===== src/rtl/ghost_pkg.sv =====
// ghost_pkg - shared types for the ghost motion controller.
//   dir_t   : movement direction, encoded as the ghost AI drives dir_req
//   mode_t  : ghost behaviour mode
//   state_t : frame-sequencing FSM states
//   opposite(): returns the reverse of a direction
package ghost_pkg;

    typedef enum logic [1:0] {
        UP    = 2'd0,
        DOWN  = 2'd1,
        RIGHT = 2'd2,
        LEFT  = 2'd3
    } dir_t;

    typedef enum logic [1:0] {
        NORMAL = 2'd0,
        FRIGHT = 2'd1,
        EATEN  = 2'd2
    } mode_t;

    typedef enum logic [2:0] {
        S_IDLE       = 3'd0,
        S_MOVE       = 3'd1,
        S_WAIT_EOF   = 3'd2,
        S_POS_CHANGE = 3'd3,
        S_LIMITS     = 3'd4
    } state_t;

    function automatic dir_t opposite(input dir_t d);
        case (d)
            UP:      return DOWN;
            DOWN:    return UP;
            RIGHT:   return LEFT;
            default: return RIGHT;
        endcase
    endfunction

endpackage


===== src/rtl/ghost_motion_ctrl_if.sv =====
// ghost_motion_ctrl_if - signals between the ghost AI / playfield logic and
// one ghost motion controller.
//   master : frame strobe, wall collision info, direction requests, mode events
//            (driven), position / direction / mode (observed)
//   slave  : the motion controller side
interface ghost_motion_ctrl_if #(
    parameter int POS_W = 11
);
    logic                    startOfFrame;
    logic                    collision;
    logic [3:0]              HitEdgeCode;
    logic [1:0]              dir_req;
    logic                    dir_req_valid;
    logic                    frighten;
    logic                    eaten;
    logic signed [POS_W-1:0] topLeftX;
    logic signed [POS_W-1:0] topLeftY;
    logic                    move;
    logic [1:0]              dir_ghost;
    logic [1:0]              mode;
    logic                    fright_ending;

    modport master (
        output startOfFrame, collision, HitEdgeCode, dir_req, dir_req_valid,
               frighten, eaten,
        input  topLeftX, topLeftY, move, dir_ghost, mode, fright_ending
    );

    modport slave (
        input  startOfFrame, collision, HitEdgeCode, dir_req, dir_req_valid,
               frighten, eaten,
        output topLeftX, topLeftY, move, dir_ghost, mode, fright_ending
    );
endinterface


===== src/rtl/ghost_mode_timer.sv =====
// ghost_mode_timer - NORMAL / FRIGHT / EATEN mode register with a frame
// down-counter.
//   clk, resetN   : clock, async active-low reset
//   frighten      : enter or restart FRIGHT (ignored while EATEN)
//   eaten         : enter EATEN (only honoured while FRIGHT, beats frighten)
//   tick          : one strobe per frame update
//   mode          : current mode
//   respawn       : same-cycle strobe, EATEN timer expires on this tick
//   reverse       : same-cycle strobe, accepted frighten forces a U-turn
//   fright_ending : FRIGHT with fewer than BLINK_FRAMES frames left
module ghost_mode_timer
    import ghost_pkg::*;
#(
    parameter int FRIGHT_FRAMES = 180,
    parameter int BLINK_FRAMES  = 60,
    parameter int EATEN_FRAMES  = 90
) (
    input  logic  clk,
    input  logic  resetN,
    input  logic  frighten,
    input  logic  eaten,
    input  logic  tick,
    output mode_t mode,
    output logic  respawn,
    output logic  reverse,
    output logic  fright_ending
);
    localparam int MAX_FRAMES = (FRIGHT_FRAMES > EATEN_FRAMES) ? FRIGHT_FRAMES : EATEN_FRAMES;
    localparam int TW = $clog2(MAX_FRAMES + 1);
    localparam logic [TW-1:0] FRIGHT_T = TW'(FRIGHT_FRAMES);
    localparam logic [TW-1:0] EATEN_T  = TW'(EATEN_FRAMES);
    localparam logic [TW-1:0] BLINK_T  = TW'(BLINK_FRAMES);

    logic [TW-1:0] timer;
    logic          eat_ok;
    logic          last_tick;

    assign eat_ok    = eaten && (mode == FRIGHT);
    assign reverse   = frighten && (mode != EATEN) && !eat_ok;
    // timer == 1 on a tick means it reaches zero with this frame
    assign last_tick = tick && (mode != NORMAL) && (timer <= TW'(1));
    assign respawn   = last_tick && (mode == EATEN);
    assign fright_ending = (mode == FRIGHT) && (timer < BLINK_T);

    always_ff @(posedge clk or negedge resetN) begin
        if (!resetN) begin
            mode  <= NORMAL;
            timer <= '0;
        end else if (eat_ok) begin
            mode  <= EATEN;
            timer <= EATEN_T;
        end else if (reverse) begin
            mode  <= FRIGHT;
            timer <= FRIGHT_T;
        end else if (tick && (mode != NORMAL)) begin
            timer <= timer - 1'b1;
            if (last_tick) begin
                mode <= NORMAL;
            end
        end
    end

endmodule


===== src/rtl/ghost_motion_ctrl.sv =====
// ghost_motion_ctrl - per-ghost fixed-point motion controller.
//   clk, resetN : clock, async active-low reset
//   bus (slave) : startOfFrame, collision/HitEdgeCode, dir_req(_valid),
//                 frighten, eaten in; topLeftX/Y, move, dir_ghost, mode,
//                 fright_ending out (all from registered state)
//
// state        | meaning
// S_IDLE       | after reset, waiting for the first frame strobe
// S_MOVE       | frame in progress, watching for wall collisions
// S_WAIT_EOF   | collision handled, ignoring further hits until next frame
// S_POS_CHANGE | apply pending turn, recompute velocity, integrate position
// S_LIMITS     | clamp position to the screen area
module ghost_motion_ctrl
    import ghost_pkg::*;
#(
    parameter int INITIAL_X     = 280,
    parameter int INITIAL_Y     = 185,
    parameter int SPEED         = 150,
    parameter int FRAC_BITS     = 6,
    parameter int FRIGHT_SHIFT  = 1,
    parameter int OBJ_W         = 64,
    parameter int OBJ_H         = 64,
    parameter int SCREEN_W      = 640,
    parameter int SCREEN_H      = 480,
    parameter int MARGIN        = 2,
    parameter int FRIGHT_FRAMES = 180,
    parameter int BLINK_FRAMES  = 60,
    parameter int EATEN_FRAMES  = 90,
    parameter int POS_W         = 11
) (
    input  logic               clk,
    input  logic               resetN,
    ghost_motion_ctrl_if.slave bus
);
    localparam int VW = POS_W + FRAC_BITS + 1;

    localparam logic signed [VW-1:0] SPAWN_X = VW'(INITIAL_X << FRAC_BITS);
    localparam logic signed [VW-1:0] SPAWN_Y = VW'(INITIAL_Y << FRAC_BITS);
    localparam logic signed [VW-1:0] SPD_N   = VW'(SPEED);
    localparam logic signed [VW-1:0] SPD_F   = VW'(SPEED >> FRIGHT_SHIFT);
    localparam logic signed [VW-1:0] PUSH    = VW'(MARGIN << FRAC_BITS);
    localparam logic signed [VW-1:0] X_MIN   = VW'(MARGIN << FRAC_BITS);
    localparam logic signed [VW-1:0] X_MAX   = VW'((SCREEN_W - 1 - MARGIN - OBJ_W) << FRAC_BITS);
    localparam logic signed [VW-1:0] Y_MIN   = VW'(MARGIN << FRAC_BITS);
    localparam logic signed [VW-1:0] Y_MAX   = VW'((SCREEN_H - 1 - MARGIN - OBJ_H) << FRAC_BITS);

    function automatic logic signed [VW-1:0] vx_of(input dir_t d, input logic signed [VW-1:0] s);
        case (d)
            RIGHT:   return s;
            LEFT:    return -s;
            default: return '0;
        endcase
    endfunction

    function automatic logic signed [VW-1:0] vy_of(input dir_t d, input logic signed [VW-1:0] s);
        case (d)
            DOWN:    return s;
            UP:      return -s;
            default: return '0;
        endcase
    endfunction

    state_t state, state_nx;
    logic signed [VW-1:0] pos_x, pos_y, vel_x, vel_y;
    logic signed [VW-1:0] pos_x_nx, pos_y_nx, vel_x_nx, vel_y_nx;
    logic signed [VW-1:0] vx_eff, vy_eff, cur_speed;
    dir_t  dir, dir_nx, dir_eff, pend_dir, pend_dir_nx, dreq;
    logic  pend_valid, pend_valid_nx, blocked, blocked_nx, blk_eff;
    mode_t mode;
    logic  tick, respawn, reverse, fright_ending;

    assign tick = (state == S_POS_CHANGE);
    assign dreq = dir_t'(bus.dir_req);

    ghost_mode_timer #(
        .FRIGHT_FRAMES (FRIGHT_FRAMES),
        .BLINK_FRAMES  (BLINK_FRAMES),
        .EATEN_FRAMES  (EATEN_FRAMES)
    ) u_mode_timer (
        .clk           (clk),
        .resetN        (resetN),
        .frighten      (bus.frighten),
        .eaten         (bus.eaten),
        .tick          (tick),
        .mode          (mode),
        .respawn       (respawn),
        .reverse       (reverse),
        .fright_ending (fright_ending)
    );

    always_comb begin
        case (mode)
            NORMAL:  cur_speed = SPD_N;
            FRIGHT:  cur_speed = SPD_F;
            default: cur_speed = '0;
        endcase
    end

    always_comb begin
        state_nx      = state;
        pos_x_nx      = pos_x;
        pos_y_nx      = pos_y;
        vel_x_nx      = vel_x;
        vel_y_nx      = vel_y;
        dir_nx        = dir;
        pend_valid_nx = pend_valid;
        pend_dir_nx   = pend_dir;
        blocked_nx    = blocked;
        dir_eff       = dir;
        blk_eff       = blocked;
        vx_eff        = vel_x;
        vy_eff        = vel_y;

        case (state)
            S_IDLE: begin
                if (bus.startOfFrame) state_nx = S_MOVE;
            end
            S_MOVE: begin
                if (bus.collision) begin
                    // push away from every edge that was hit
                    if (bus.HitEdgeCode[3]) pos_x_nx = pos_x_nx + PUSH;
                    if (bus.HitEdgeCode[2]) pos_y_nx = pos_y_nx + PUSH;
                    if (bus.HitEdgeCode[1]) pos_x_nx = pos_x_nx - PUSH;
                    if (bus.HitEdgeCode[0]) pos_y_nx = pos_y_nx - PUSH;
                    if ((dir == UP) || (dir == DOWN)) vel_y_nx = '0;
                    else                              vel_x_nx = '0;
                    blocked_nx = 1'b1;
                    state_nx   = bus.startOfFrame ? S_POS_CHANGE : S_WAIT_EOF;
                end else if (bus.startOfFrame) begin
                    state_nx = S_POS_CHANGE;
                end
            end
            S_WAIT_EOF: begin
                if (bus.startOfFrame) state_nx = S_POS_CHANGE;
            end
            S_POS_CHANGE: begin
                if (pend_valid) begin
                    dir_eff       = pend_dir;
                    blk_eff       = 1'b0;
                    pend_valid_nx = 1'b0;
                end
                if (!blk_eff) begin
                    vx_eff = vx_of(dir_eff, cur_speed);
                    vy_eff = vy_of(dir_eff, cur_speed);
                end
                dir_nx     = dir_eff;
                blocked_nx = blk_eff;
                vel_x_nx   = vx_eff;
                vel_y_nx   = vy_eff;
                pos_x_nx   = pos_x + vx_eff;
                pos_y_nx   = pos_y + vy_eff;
                if (respawn) begin
                    pos_x_nx      = SPAWN_X;
                    pos_y_nx      = SPAWN_Y;
                    dir_nx        = UP;
                    blocked_nx    = 1'b0;
                    pend_valid_nx = 1'b0;
                end
                state_nx = S_LIMITS;
            end
            S_LIMITS: begin
                if (pos_x < X_MIN) begin
                    pos_x_nx = X_MIN; vel_x_nx = '0; blocked_nx = 1'b1;
                end else if (pos_x > X_MAX) begin
                    pos_x_nx = X_MAX; vel_x_nx = '0; blocked_nx = 1'b1;
                end
                if (pos_y < Y_MIN) begin
                    pos_y_nx = Y_MIN; vel_y_nx = '0; blocked_nx = 1'b1;
                end else if (pos_y > Y_MAX) begin
                    pos_y_nx = Y_MAX; vel_y_nx = '0; blocked_nx = 1'b1;
                end
                state_nx = S_MOVE;
            end
            default: state_nx = S_IDLE;
        endcase

        // frighten U-turn already runs at FRIGHT speed, mode catches up next cycle
        if (reverse) begin
            dir_nx        = opposite(dir_nx);
            vel_x_nx      = vx_of(dir_nx, SPD_F);
            vel_y_nx      = vy_of(dir_nx, SPD_F);
            pend_valid_nx = 1'b0;
        end

        if (bus.dir_req_valid) begin
            if (dreq == opposite(dir_nx)) begin
                dir_nx        = dreq;
                vel_x_nx      = vx_of(dreq, cur_speed);
                vel_y_nx      = vy_of(dreq, cur_speed);
                pend_valid_nx = 1'b0;
            end else begin
                pend_valid_nx = 1'b1;
                pend_dir_nx   = dreq;
            end
        end

        if (mode == EATEN) begin
            vel_x_nx = '0;
            vel_y_nx = '0;
        end
    end

    always_ff @(posedge clk or negedge resetN) begin
        if (!resetN) begin
            state      <= S_IDLE;
            pos_x      <= SPAWN_X;
            pos_y      <= SPAWN_Y;
            vel_x      <= '0;
            vel_y      <= '0;
            dir        <= UP;
            pend_valid <= 1'b0;
            pend_dir   <= UP;
            blocked    <= 1'b0;
        end else begin
            state      <= state_nx;
            pos_x      <= pos_x_nx;
            pos_y      <= pos_y_nx;
            vel_x      <= vel_x_nx;
            vel_y      <= vel_y_nx;
            dir        <= dir_nx;
            pend_valid <= pend_valid_nx;
            pend_dir   <= pend_dir_nx;
            blocked    <= blocked_nx;
        end
    end

    // arithmetic shift then truncate to POS_W is exactly this slice
    assign bus.topLeftX      = pos_x[FRAC_BITS +: POS_W];
    assign bus.topLeftY      = pos_y[FRAC_BITS +: POS_W];
    assign bus.move          = (vel_x != '0) || (vel_y != '0);
    assign bus.dir_ghost     = dir;
    assign bus.mode          = mode;
    assign bus.fright_ending = fright_ending;

endmodule


===== src/flat_wrapper.sv =====
// flat-port wrapper written by rule: the top's interface ports become plain ports
module ghost_motion_ctrl_flat import ghost_pkg::*;
#(
    parameter int INITIAL_X     = 280,
    parameter int INITIAL_Y     = 185,
    parameter int SPEED         = 150,
    parameter int FRAC_BITS     = 6,
    parameter int FRIGHT_SHIFT  = 1,
    parameter int OBJ_W         = 64,
    parameter int OBJ_H         = 64,
    parameter int SCREEN_W      = 640,
    parameter int SCREEN_H      = 480,
    parameter int MARGIN        = 2,
    parameter int FRIGHT_FRAMES = 180,
    parameter int BLINK_FRAMES  = 60,
    parameter int EATEN_FRAMES  = 90,
    parameter int POS_W         = 11
)
  (clk, resetN, bus_startOfFrame, bus_collision, bus_HitEdgeCode, bus_dir_req, bus_dir_req_valid, bus_frighten, bus_eaten, bus_topLeftX, bus_topLeftY, bus_move, bus_dir_ghost, bus_mode, bus_fright_ending);
  ghost_motion_ctrl_if #(.POS_W(POS_W)) bus_i ();
  input  logic clk;
  input  logic resetN;
  input wire logic [$bits(bus_i.startOfFrame)-1:0] bus_startOfFrame;
  input wire logic [$bits(bus_i.collision)-1:0] bus_collision;
  input wire logic [$bits(bus_i.HitEdgeCode)-1:0] bus_HitEdgeCode;
  input wire logic [$bits(bus_i.dir_req)-1:0] bus_dir_req;
  input wire logic [$bits(bus_i.dir_req_valid)-1:0] bus_dir_req_valid;
  input wire logic [$bits(bus_i.frighten)-1:0] bus_frighten;
  input wire logic [$bits(bus_i.eaten)-1:0] bus_eaten;
  output wire logic [$bits(bus_i.topLeftX)-1:0] bus_topLeftX;
  output wire logic [$bits(bus_i.topLeftY)-1:0] bus_topLeftY;
  output wire logic [$bits(bus_i.move)-1:0] bus_move;
  output wire logic [$bits(bus_i.dir_ghost)-1:0] bus_dir_ghost;
  output wire logic [$bits(bus_i.mode)-1:0] bus_mode;
  output wire logic [$bits(bus_i.fright_ending)-1:0] bus_fright_ending;
  assign bus_i.startOfFrame = bus_startOfFrame;
  assign bus_i.collision = bus_collision;
  assign bus_i.HitEdgeCode = bus_HitEdgeCode;
  assign bus_i.dir_req = bus_dir_req;
  assign bus_i.dir_req_valid = bus_dir_req_valid;
  assign bus_i.frighten = bus_frighten;
  assign bus_i.eaten = bus_eaten;
  assign bus_topLeftX = bus_i.topLeftX;
  assign bus_topLeftY = bus_i.topLeftY;
  assign bus_move = bus_i.move;
  assign bus_dir_ghost = bus_i.dir_ghost;
  assign bus_mode = bus_i.mode;
  assign bus_fright_ending = bus_i.fright_ending;
  ghost_motion_ctrl #(.INITIAL_X(INITIAL_X), .INITIAL_Y(INITIAL_Y), .SPEED(SPEED), .FRAC_BITS(FRAC_BITS), .FRIGHT_SHIFT(FRIGHT_SHIFT), .OBJ_W(OBJ_W), .OBJ_H(OBJ_H), .SCREEN_W(SCREEN_W), .SCREEN_H(SCREEN_H), .MARGIN(MARGIN), .FRIGHT_FRAMES(FRIGHT_FRAMES), .BLINK_FRAMES(BLINK_FRAMES), .EATEN_FRAMES(EATEN_FRAMES), .POS_W(POS_W)) u_core (.clk(clk), .resetN(resetN), .bus(bus_i));
endmodule

===== config.mk =====
export PLATFORM = sky130hd
export DESIGN_NAME = ghost_motion_ctrl_flat
export DESIGN_NICKNAME = d
export VERILOG_FILES = /design/src/rtl/ghost_pkg.sv /design/src/rtl/ghost_motion_ctrl_if.sv /design/src/rtl/ghost_mode_timer.sv /design/src/rtl/ghost_motion_ctrl.sv /design/src/flat_wrapper.sv
export SDC_FILE = /design/constraint.sdc
export NUM_CORES = 1
export LEC_CHECK = 0
export BUFFER_PORTS_ARGS = -buffer_cell sky130_fd_sc_hd__buf_2
export CORE_UTILIZATION = 45
export CTS_BUF_LIST = sky130_fd_sc_hd__clkbuf_16
export DETAILED_ROUTE_END_ITERATION = 10
export SLEW_MARGIN = 25
export SYNTH_ARGS = -nofsm -noshare
export SYNTH_HDL_FRONTEND = slang
export SYNTH_SLANG_ARGS = --single-unit

===== constraint.sdc =====
create_clock -name clk -period 9.4 [get_ports clk]
set_input_delay 0.47 -clock clk [delete_from_list [all_inputs] [get_ports clk]]
set_output_delay 0.47 -clock clk [all_outputs]
set_load 0.01 [all_outputs]

==> flow_summary.rst, run 1 <==
.. list-table::
   :header-rows: 1

   * - Metric
     - Value
   * - Core outline area
     - roughly 17000 um^2
   * - Worst setup EP type
     - register
   * - Cell types with the largest area share after synthesis
     - sky130_fd_sc_hd__dfrtp_1 (26%), sky130_fd_sc_hd__ha_1 (6.6%), sky130_fd_sc_hd__o21a_1 (4.6%)
   * - Area of the mapped netlist
     - 7930 um^2
   * - Aggregate negative setup slack
     - 0 ps
   * - Ports
     - 41
   * - Net count after synthesis
     - 1013
   * - Share of final-layout standard cells stronger than drive strength 1
     - 10.3%
   * - Area of placed instances
     - 8170 um^2
   * - Clock-pin transition on the worst setup and hold timing paths
     - 70 ps
   * - DRC violation total after the first TritonRoute iteration
     - 440
   * - Portion of the clock cycle consumed by the worst path in the final layout
     - roughly 45%
   * - Die width
     - 135 um
   * - Critical path arrival
     - 4410 ps
   * - Antenna violations before repair
     - 0
   * - Biggest fanout along the worst timing path
     - 8
   * - Top library cells by usage in the layout, fill and taps aside
     - sky130_fd_sc_hd__nor2_1 (86), sky130_fd_sc_hd__dfrtp_1 (83), sky130_fd_sc_hd__nand2_1 (78)
   * - Total track usage
     - 25.5%
   * - Maximum clock frequency
     - 0.238 GHz
   * - Total number of vias
     - 7282
   * - Worst Hold Slack
     - -9.06 ps
   * - Fill cell count
     - between 1500 and 2000
   * - Area taken by multi-input logic gates
     - 5230 um^2
   * - Initial DRT Pass Iterations
     - 6
   * - Setup repair after global routing missed its margin
     - no
   * - TritonCTS buffer count
     - 9
   * - Total Die Area
     - 18200 um^2
   * - Actual transition at the worst max-transition pin
     - between 900 and 1000 ps
   * - Kind of critical path
     - reg2reg
   * - Per-cell routed wire length
     - 18.7 um
   * - Final Net Count
     - 1010
   * - Area taken by flip-flops and latches
     - around 2300 um^2
   * - Area of all placed cells without fillers
     - 8500 um^2
   * - Placement Rows
     - 48
   * - Final clock skew
     - 8.77 ps
   * - Buffer count from post-CTS setup fixing
     - 0
   * - Clock period minus final worst setup slack
     - 4200 ps
   * - Share of the synthesized area in the top cell type
     - 26.2%
   * - Largest net degree at the start of global routing
     - 73
   * - Number of clock sinks
     - 91
   * - Area Overhead vs Synth
     - 7.19%
   * - Post-detailed-route via-to-cell ratio
     - 6.16
   * - Count of different cell masters after synthesis
     - 77
   * - Vertical die dimension
     - ~130 um
   * - Post-CTS sizing
     - 0
   * - EDFF count, synth
     - 0
   * - Final routed DRC violation total
     - 0
   * - Total half-perimeter wirelength after legalization and detailed placement
     - approximately 16000 um
   * - Violations in the final reports
     - hold timing
   * - Yosys reg bits
     - 91
   * - Worst min-delay path class
     - in2async
   * - Final setup violating endpoints
     - 0
   * - Cell type with the highest aggregate area in the netlist
     - sky130_fd_sc_hd__dfrtp_1
   * - Buffer levels on the longest clock path
     - 2
   * - Kind of launch point of the worst setup path
     - register
   * - Post-synthesis cell count
     - 956
   * - Initial core utilization
     - between 40% and 50%
   * - Async S/R FF share, synth
     - 100%
   * - Hold_buf cts
     - 0
   * - Mean cell area of the mapped netlist
     - roughly 8.3 um^2
   * - Fraction of the yosys area taken by sequential cells
     - 28.8%
   * - Fin. max-slew vios
     - 0
   * - Sum of overflow across all layers after global routing
     - 0
   * - Total of buffers placed on input and output ports
     - 40
   * - Root buffer selected by CTS
     - sky130_fd_sc_hd__clkbuf_16
   * - Global-route wire length before repair
     - 36400 um
   * - Max-cap check violation count
     - 0
   * - Main synth FF type
     - sky130_fd_sc_hd__dfrtp_1
   * - Final weighted congestion of routability-driven global placement
     - 0.855
   * - Most common cell after layout, fill and taps aside
     - sky130_fd_sc_hd__nor2_1
   * - Antenna viol nets, final
     - 0
   * - Number of global-route vias before repair
     - 6727
   * - Yosys warning count
     - 0
   * - Ant. Diodes
     - 0
   * - Clock insertion delay at the later pin of the skew report
     - around 350 ps
   * - Final hold violation count
     - 14
   * - Htree depth
     - 3
   * - Wire length after detailed routing
     - ~22000 um
   * - Outcome
     - complete, but fails checks
   * - Clock tree from TritonCTS
     - built
   * - Worst slew slack as a fraction of its limit
     - 31.7%
   * - Data required time of the worst path
     - 9610 ps
==> final cells by class <==
cell class / instances / area share [%]
inverters: 20 / 0.883
flip-flops and latches: 91 / 26.9
clock inverters: 6 / 0.971
well taps: 225 / 3.31
clock buffers: 9 / 2.65
repair buffers: 54 / 3.77
multi-input cells: 777 / 61.5
==> kinds of logic after synthesis <==
| group | count (synthesis) | share of synthesized area (%) |
|---|---|---|
| XOR/XNOR | 62 | 7.11 |
| buffers and inverters | 88 | 5.33 |
| flip-flops | 91 | 28.8 |
| AND/OR/NAND/NOR | 333 | 21.1 |
| adder cells (fa/ha/maj) | 44 | 7.13 |
| AO/OA/AOI/OAI | 320 | 28.1 |
| multiplexers | 18 | 2.37 |
==> worst max-delay path: stages, from the launching register on <==
cell and delay (ps):
sky130_fd_sc_hd__dfrtp_1 500, sky130_fd_sc_hd__mux2i_1 490, sky130_fd_sc_hd__xnor2_1 210, sky130_fd_sc_hd__o31ai_1 560
sky130_fd_sc_hd__o21a_1 210, sky130_fd_sc_hd__ha_1 260, sky130_fd_sc_hd__nand3_1 110, sky130_fd_sc_hd__a21boi_0 130
sky130_fd_sc_hd__o31ai_1 540, sky130_fd_sc_hd__a211oi_1 250, sky130_fd_sc_hd__o41ai_1 500, sky130_fd_sc_hd__xor2_1 200
sky130_fd_sc_hd__o22ai_1 90
==> Yosys cell counts, types with 6 or more instances <==
library cell / number
sky130_fd_sc_hd__o21ai_0: 50
sky130_fd_sc_hd__o2111ai_1: 9
sky130_fd_sc_hd__and3_1: 10
sky130_fd_sc_hd__or3_1: 9
sky130_fd_sc_hd__xor2_1: 32
sky130_fd_sc_hd__nand2_1: 78
sky130_fd_sc_hd__buf_4: 22
sky130_fd_sc_hd__o21a_1: 49
sky130_fd_sc_hd__mux2i_1: 12
sky130_fd_sc_hd__buf_2: 8
sky130_fd_sc_hd__a21oi_1: 55
sky130_fd_sc_hd__a221o_1: 8
sky130_fd_sc_hd__clkbuf_1: 36
sky130_fd_sc_hd__xnor2_1: 28
sky130_fd_sc_hd__o21ai_1: 9
sky130_fd_sc_hd__nand2b_1: 8
sky130_fd_sc_hd__a221oi_1: 20
sky130_fd_sc_hd__nand3_1: 36
sky130_fd_sc_hd__a22o_1: 10
sky130_fd_sc_hd__dfrtp_1: 83
sky130_fd_sc_hd__mux2_2: 6
sky130_fd_sc_hd__o211ai_1: 8
sky130_fd_sc_hd__a21o_1: 23
sky130_fd_sc_hd__a31oi_1: 13
sky130_fd_sc_hd__a21boi_0: 6
sky130_fd_sc_hd__o22ai_1: 7
sky130_fd_sc_hd__inv_1: 17
sky130_fd_sc_hd__nor4_1: 22
sky130_fd_sc_hd__o31ai_1: 14
sky130_fd_sc_hd__nand4_1: 14
sky130_fd_sc_hd__nor2_1: 87
sky130_fd_sc_hd__dfstp_2: 8
sky130_fd_sc_hd__ha_1: 42
sky130_fd_sc_hd__and2_1: 12
sky130_fd_sc_hd__nor3_1: 23
==> layer usage <==
metal | up-vias | global-route usage, % | share of wire, %
li1 | 3561 | - | -
met1 | 3483 | 37.4 | 48
met2 | 210 | 38.7 | 46
met3 | 28 | 3.38 | 4.7
met4 | 0 | 8.11 | 1.9
met5 | - | 0 | 0
==> stage by stage <==
stage | util [%] | instances | setup slack [ps]
3_5_place_dp | 47.4 | 1166 | 5410
4_1_cts | 49.2 | 1181 | 5270
2_1_floorplan | - | 956 | 5910
5_1_grt | 49.3 | 1182 | 4840
6_report | 49.3 | 1182 | 5200
3_3_place_gp | 47.4 | 1166 | 5500
==> final timing paths <==
kind | cells after the start | end | startpoint | slack, ps
worst max-delay path | 12 | u_core.pos_y[14] | u_core.pend_valid | 5200
worst min-delay path | 1 | u_core.pos_x[6] | resetN | -9
worst max register to register | 12 | u_core.pos_y[14] | u_core.pend_valid | 5200
worst min register to register | 2 | u_core.pos_x[2] | u_core.pos_x[2] | 520
max in group asynchronous | 3 | u_core.pos_y[9] | resetN | 8340
min in group clk | 3 | u_core.u_mode_timer.mode[0] | bus_frighten | 390
==> flip-flops by register name (all words and copies together) (netlist names) <==
name                       count
u_core.state                   3
u_core.pos_y                  18
u_core.u_mode_timer.timer      8
u_core.blocked                 1
u_core.vel_x                  18
u_core.pend_dir                2
u_core.pos_x                  18
u_core.pend_valid              1
u_core.bus.dir_ghost           2
u_core.vel_y                  18
u_core.u_mode_timer.mode       2
Power of run 1 is left out: the tool's default activity adds up to more than one toggle a clock period on the data nets, which glitch-free logic cannot reach.
==> run 2: changes to the inputs <==
Clock period 9.4 ns to 4.1 ns, I/O delays scaled along.
==> flow_summary.rst, run 2 (synthesized netlist as in run 1, its figures left out) <==
.. list-table::
   :header-rows: 1

   * - Metric
     - Value
   * - Global-route wire length before repair
     - 37200 um (+2.2%)
   * - Kind of critical path
     - reg2reg
   * - Initial core utilization
     - 46.0% (unchanged)
   * - Final routed DRC violation total
     - 0 (unchanged)
   * - Placement Rows
     - 48 (unchanged)
   * - Total half-perimeter wirelength after legalization and detailed placement
     - 16200 um (+1.3%)
   * - Biggest fanout along the worst timing path
     - 10 (+2)
   * - Total number of vias
     - 7269 (-0.18%)
   * - Clock insertion delay at the later pin of the skew report
     - 350 ps (about the same)
   * - Number of clock sinks
     - 91 (unchanged)
   * - Actual transition at the worst max-transition pin
     - 927 ps (-72.2 ps)
   * - Portion of the clock cycle consumed by the worst path in the final layout
     - 92.5% (+48 points)
   * - Core outline area
     - 17200 um^2 (unchanged)
   * - Fin. max-slew vios
     - 0 (unchanged)
   * - Per-cell routed wire length
     - 18.5 um (-1.1%)
   * - Largest net degree at the start of global routing
     - 64 (-12%)
   * - Outcome
     - completed
   * - Buffer count from post-CTS setup fixing
     - 0 (unchanged)
   * - Htree depth
     - 3 (unchanged)
   * - Final weighted congestion of routability-driven global placement
     - 0.832 (-2.7%)
   * - Ant. Diodes
     - 0 (unchanged)
   * - Final Net Count
     - 1021 (+1.1%)
   * - Final clock skew
     - 10.3 ps (+1.54 ps)
   * - Data required time of the worst path
     - 4400 ps (-5210 ps)
   * - Antenna violations before repair
     - 0 (unchanged)
   * - Top library cells by usage in the layout, fill and taps aside
     - sky130_fd_sc_hd__nor2_1 (86), sky130_fd_sc_hd__dfrtp_1 (83), sky130_fd_sc_hd__nand2_1 (78)
   * - DRC violation total after the first TritonRoute iteration
     - 565 (+28%)
   * - Final setup violating endpoints
     - 0 (unchanged)
   * - Total track usage
     - 25.9% (+0.37 points)
   * - Buffer levels on the longest clock path
     - 2 (unchanged)
   * - Area taken by flip-flops and latches
     - 2290 um^2 (unchanged)
   * - Worst min-delay path class
     - in2reg
   * - Share of final-layout standard cells stronger than drive strength 1
     - 11.2% (+0.90 points)
   * - Maximum clock frequency
     - 0.264 GHz (+11%)
   * - Hold Path Stages
     - 3
   * - Initial DRT Pass Iterations
     - 7 (+1)
   * - Die width
     - 135 um (unchanged)
   * - Vertical die dimension
     - 135 um (unchanged)
   * - Critical path arrival
     - 4090 ps (-320 ps)
   * - Aggregate negative setup slack
     - 0 ps (unchanged)
   * - Max-cap check violation count
     - 0 (unchanged)
   * - Fill cell count
     - 1682 (unchanged)
   * - Area Overhead vs Synth
     - 8.11%
   * - Clock period minus final worst setup slack
     - 3790 ps (-406 ps)
   * - Final hold violation count
     - 0 (-14)
   * - Antenna viol nets, final
     - 0 (unchanged)
   * - Worst setup EP type
     - register
   * - Post-detailed-route via-to-cell ratio
     - 6.09 (-1.2%)
   * - Total of buffers placed on input and output ports
     - 40 (unchanged)
   * - Number of global-route vias before repair
     - 7025 (+4.4%)
   * - Kind of launch point of the worst setup path
     - register
   * - Wire length after detailed routing
     - 22100 um (about the same)
   * - Worst slew slack as a fraction of its limit
     - 38.0% (+6.3 points)
   * - Most common cell after layout, fill and taps aside
     - sky130_fd_sc_hd__nor2_1
   * - Root buffer selected by CTS
     - sky130_fd_sc_hd__clkbuf_16
   * - Setup repair after global routing missed its margin
     - no
   * - Clock tree from TritonCTS
     - built
   * - Clock-pin transition on the worst setup and hold timing paths
     - 70 ps (about the same)
   * - Sum of overflow across all layers after global routing
     - 0 (unchanged)
   * - Ports
     - 41 (unchanged)
   * - Worst Reg-to-Reg Cells
     - 12 (unchanged)
   * - TritonCTS buffer count
     - 9 (unchanged)
   * - Total Die Area
     - 18200 um^2 (unchanged)
   * - Area taken by multi-input logic gates
     - 5230 um^2 (about the same)
-- run 2: repair_timing --
item                                   4_1_cts  5_1_grt
endpoints found under the hold margin       28        0
resized for setup                            0        1
setup endpoints to repair                    0        2
hold buffers                                 1        0
-- run 2: final cells by class --
class,count,area share [%]
multi-input cells,777,61.0
flip-flops and latches,91,26.7
repair buffers,65,4.58
well taps,225,3.28
clock buffers,9,2.63
clock inverters,7,0.977
inverters,20,0.875
-- run 2: path summary, 6_finish.rpt --
path                                    from                     endpoint  slack [ps]
max in group asynchronous             resetN              u_core.pos_y[9]        2630
max reg2reg                u_core.pend_valid             u_core.pos_y[15]         310
min                             bus_frighten  u_core.u_mode_timer.mode[0]         130
min in group asynchronous             resetN              u_core.pos_x[3]         490
max                        u_core.pend_valid             u_core.pos_y[15]         310
min reg2reg                  u_core.pos_x[2]              u_core.pos_x[2]         530
-- run 2: critical path: stages (launching register included) --
cell and delay, ps:
sky130_fd_sc_hd__dfrtp_1 520, sky130_fd_sc_hd__mux2i_1 650, sky130_fd_sc_hd__nand2_1 200, sky130_fd_sc_hd__o21ai_0 300, sky130_fd_sc_hd__buf_4 240, sky130_fd_sc_hd__o21a_1 180, sky130_fd_sc_hd__ha_1 280, sky130_fd_sc_hd__a21o_1 170
sky130_fd_sc_hd__a41oi_1 410, sky130_fd_sc_hd__o211ai_1 210, sky130_fd_sc_hd__and3_1 210, sky130_fd_sc_hd__nor3_1 190, sky130_fd_sc_hd__o22a_1 180
-- run 2: through the flow --
stage	utilization (%)	setup slack, ps	hold WS, ps	cells	area [um^2]
6_report	49.8	309	130	1194	8580
3_5_place_dp	47.9	315	368	1177	8250
5_1_grt	49.8	46.4	161	1194	8580
4_1_cts	49.7	267	121	1194	8570
3_3_place_gp	47.9	414	375	1177	8250
2_1_floorplan	-	606	-90.6	956	7930
-- run 2: metal layers --
layer,global-route usage (%),vias up,part of all wire [%]
li1,-,3592,-
met1,36.5,3510,50
met2,41.2,144,45
met3,2.59,23,3.4
met4,8.86,0,1.7
met5,0,-,0
Power of run 2 is left out for the same reason.
==> run 3: changes to the inputs <==
==> constraint.sdc (replaced) <==
create_clock -name clk -period 4.1 [get_ports clk]
set_input_delay 0.41 -clock clk [delete_from_list [all_inputs] [get_ports clk]]
set_output_delay 0.41 -clock clk [all_outputs]
set_load 0.01 [all_outputs]
==> flow_summary.rst, run 3 (synthesized netlist as in run 1, its figures left out) <==
.. list-table::
   :header-rows: 1

   * - Metric
     - Value
   * - Total number of vias
     - 7287 (+0.25%)
   * - DRC violation total after the first TritonRoute iteration
     - 452 (-20%)
   * - Number of global-route vias before repair
     - 6963 (-0.88%)
   * - Kind of launch point of the worst setup path
     - register
   * - Worst min-delay path class
     - in2async
   * - Number of clock sinks
     - 91 (unchanged)
   * - Root buffer selected by CTS
     - sky130_fd_sc_hd__clkbuf_16
   * - Aggregate negative setup slack
     - 0 ps (unchanged)
   * - Gate family responsible for the most delay along the worst path
     - compound AO/OA/AOI/OAI gates
   * - Final weighted congestion of routability-driven global placement
     - 0.856 (+2.9%)
   * - Per-cell routed wire length
     - 18.7 um (+1.0%)
   * - Ports
     - 41 (unchanged)
   * - Initial core utilization
     - 46.0% (unchanged)
   * - Final hold violation count
     - 0 (unchanged)
   * - Core outline area
     - 17200 um^2 (unchanged)
   * - Top library cells by usage in the layout, fill and taps aside
     - sky130_fd_sc_hd__nor2_1 (86), sky130_fd_sc_hd__dfrtp_1 (83), sky130_fd_sc_hd__nand2_1 (78)
   * - Actual transition at the worst max-transition pin
     - 947 ps (+20.2 ps)
   * - Antenna violations before repair
     - 0 (unchanged)
   * - Clock insertion delay at the later pin of the skew report
     - 350 ps (about the same)
   * - Share of final-layout standard cells stronger than drive strength 1
     - 11.4% (+0.11 points)
   * - Htree depth
     - 3 (unchanged)
   * - Initial DRT Pass Iterations
     - 5 (-2)
   * - Die width
     - 135 um (unchanged)
   * - Most common cell after layout, fill and taps aside
     - sky130_fd_sc_hd__nor2_1
   * - Final Net Count
     - 1020 (-0.098%)
   * - Largest stage delay on the critical path
     - 620 ps (-30 ps)
   * - Wire length after detailed routing
     - 22300 um (+0.96%)
   * - Biggest fanout along the worst timing path
     - 8 (-2)
   * - Clock-pin transition on the worst setup and hold timing paths
     - 70 ps (about the same)
   * - Worst slack, placed
     - 339 ps (+23.7 ps)
   * - Setup repair after global routing missed its margin
     - no
   * - Portion of the clock cycle consumed by the worst path in the final layout
     - 91.2% (-1.2 points)
   * - Final routed DRC violation total
     - 0 (unchanged)
   * - Fill cell count
     - 1688 (+0.36%)
   * - Max-cap check violation count
     - 0 (unchanged)
   * - Post-detailed-route via-to-cell ratio
     - 6.11 (+0.33%)
   * - Ant. Diodes
     - 0 (unchanged)
   * - Antenna viol nets, final
     - 0 (unchanged)
   * - Clock period minus final worst setup slack
     - 3740 ps (-50.1 ps)
   * - Total of buffers placed on input and output ports
     - 40 (unchanged)
   * - Fin. max-slew vios
     - 0 (unchanged)
   * - Kind of critical path
     - reg2reg
   * - Clock tree from TritonCTS
     - built
   * - Sum of overflow across all layers after global routing
     - 0 (unchanged)
   * - Maximum clock frequency
     - 0.267 GHz (+1.3%)
   * - Total half-perimeter wirelength after legalization and detailed placement
     - 16300 um (+0.48%)
   * - Cell with the biggest individual delay on the critical path
     - sky130_fd_sc_hd__mux2i_1
   * - Buffer count from post-CTS setup fixing
     - 0 (unchanged)
   * - Placement Rows
     - 48 (unchanged)
   * - Final worst setup slack
     - 359 ps (+50.1 ps)
   * - Worst path cell trace
     - mux2i_1 -> nand4_1 -> nand2_1 -> ha_1 -> a21oi_1 -> a21boi_0 -> o31ai_1 -> a211oi_1 -> o41ai_1 -> xor2_1 -> o22ai_1
   * - Worst Hold Slack
     - 166 ps (+36.0 ps)
   * - Final setup violating endpoints
     - 0 (unchanged)
   * - Largest net degree at the start of global routing
     - 63 (-1.6%)
   * - Area Overhead vs Synth
     - 7.96%
   * - Data required time of the worst path
     - 4330 ps (-70 ps)
   * - TritonCTS buffer count
     - 9 (unchanged)
   * - Worst setup EP type
     - register
   * - Worst slew slack as a fraction of its limit
     - 36.6% (-1.3 points)
   * - Critical path arrival
     - 3970 ps (-120 ps)
   * - Combined buffer and inverter count along the critical path
     - 0 (-1)
   * - Final clock skew
     - 6.59 ps (-3.72 ps)
   * - Global-route wire length before repair
     - 37200 um (+0.19%)
   * - Buffer levels on the longest clock path
     - 2 (unchanged)
   * - Outcome
     - completed
   * - Total track usage
     - 26.0% (+0.084 points)
   * - Vertical die dimension
     - 135 um (unchanged)
   * - Total Die Area
     - 18200 um^2 (unchanged)
[run 3: timing repair]
| action | in CTS | in global routing |
|---|---|---|
| endpoints found under the hold margin | 0 | 0 |
| resized for setup | 0 | 1 |
| hold buffers | 0 | 0 |
| endpoints found under the setup margin | 0 | 2 |
[run 3: metrics by stage]
stage          cell area (um^2)  instances  utilization [%]
3_5_place_dp               8250       1177             47.9
5_1_grt                    8570       1193             49.7
4_1_cts                    8560       1193             49.7
3_3_place_gp               8250       1177             47.9
2_1_floorplan              7930        956                -
6_report                   8570       1193             49.7
[run 3: final cells by class]
| class | count | area [um^2] | share of cell area [%] |
|---|---|---|---|
| multi-input cells | 777 | 5230 | 61.1 |
| flip-flops and latches | 91 | 2290 | 26.7 |
| repair buffers | 64 | 383 | 4.47 |
| well taps | 225 | 282 | 3.29 |
| clock buffers | 9 | 225 | 2.63 |
| clock inverters | 7 | 82.6 | 0.964 |
| inverters | 20 | 75.1 | 0.876 |
[run 3: worst paths after layout]
kind | cells after the start | to | startpoint | slack, ps
min | 1 | u_core.pos_x[6] | resetN | 170
min in group clk | 3 | u_core.u_mode_timer.mode[0] | bus_frighten | 340
max in group asynchronous | 2 | u_core.pos_y[13] | resetN | 2950
min reg2reg | 2 | u_core.pos_x[2] | u_core.pos_x[2] | 520
max | 11 | u_core.pos_y[14] | u_core.pend_valid | 360
max reg2reg | 11 | u_core.pos_y[14] | u_core.pend_valid | 360
[run 3: worst reg2reg max path, delay by kind of cell (launching register included)]
family	cells	cell delay, ps
AO/OA/AOI/OAI	6	1640
multiplexers	1	620
flip-flops	1	500
AND/OR/NAND/NOR	2	410
adder cells (fa/ha/maj)	1	270
XOR/XNOR	1	180
[run 3: layer usage]
metal	vias to the layer above	share of wire [%]	GRT usage (%)
li1	3584	-	-
met1	3507	50	38.2
met2	169	44	39.6
met3	27	3.9	3.00
met4	0	1.8	8.18
met5	-	0	0
Power of run 3 is left out for the same reason.
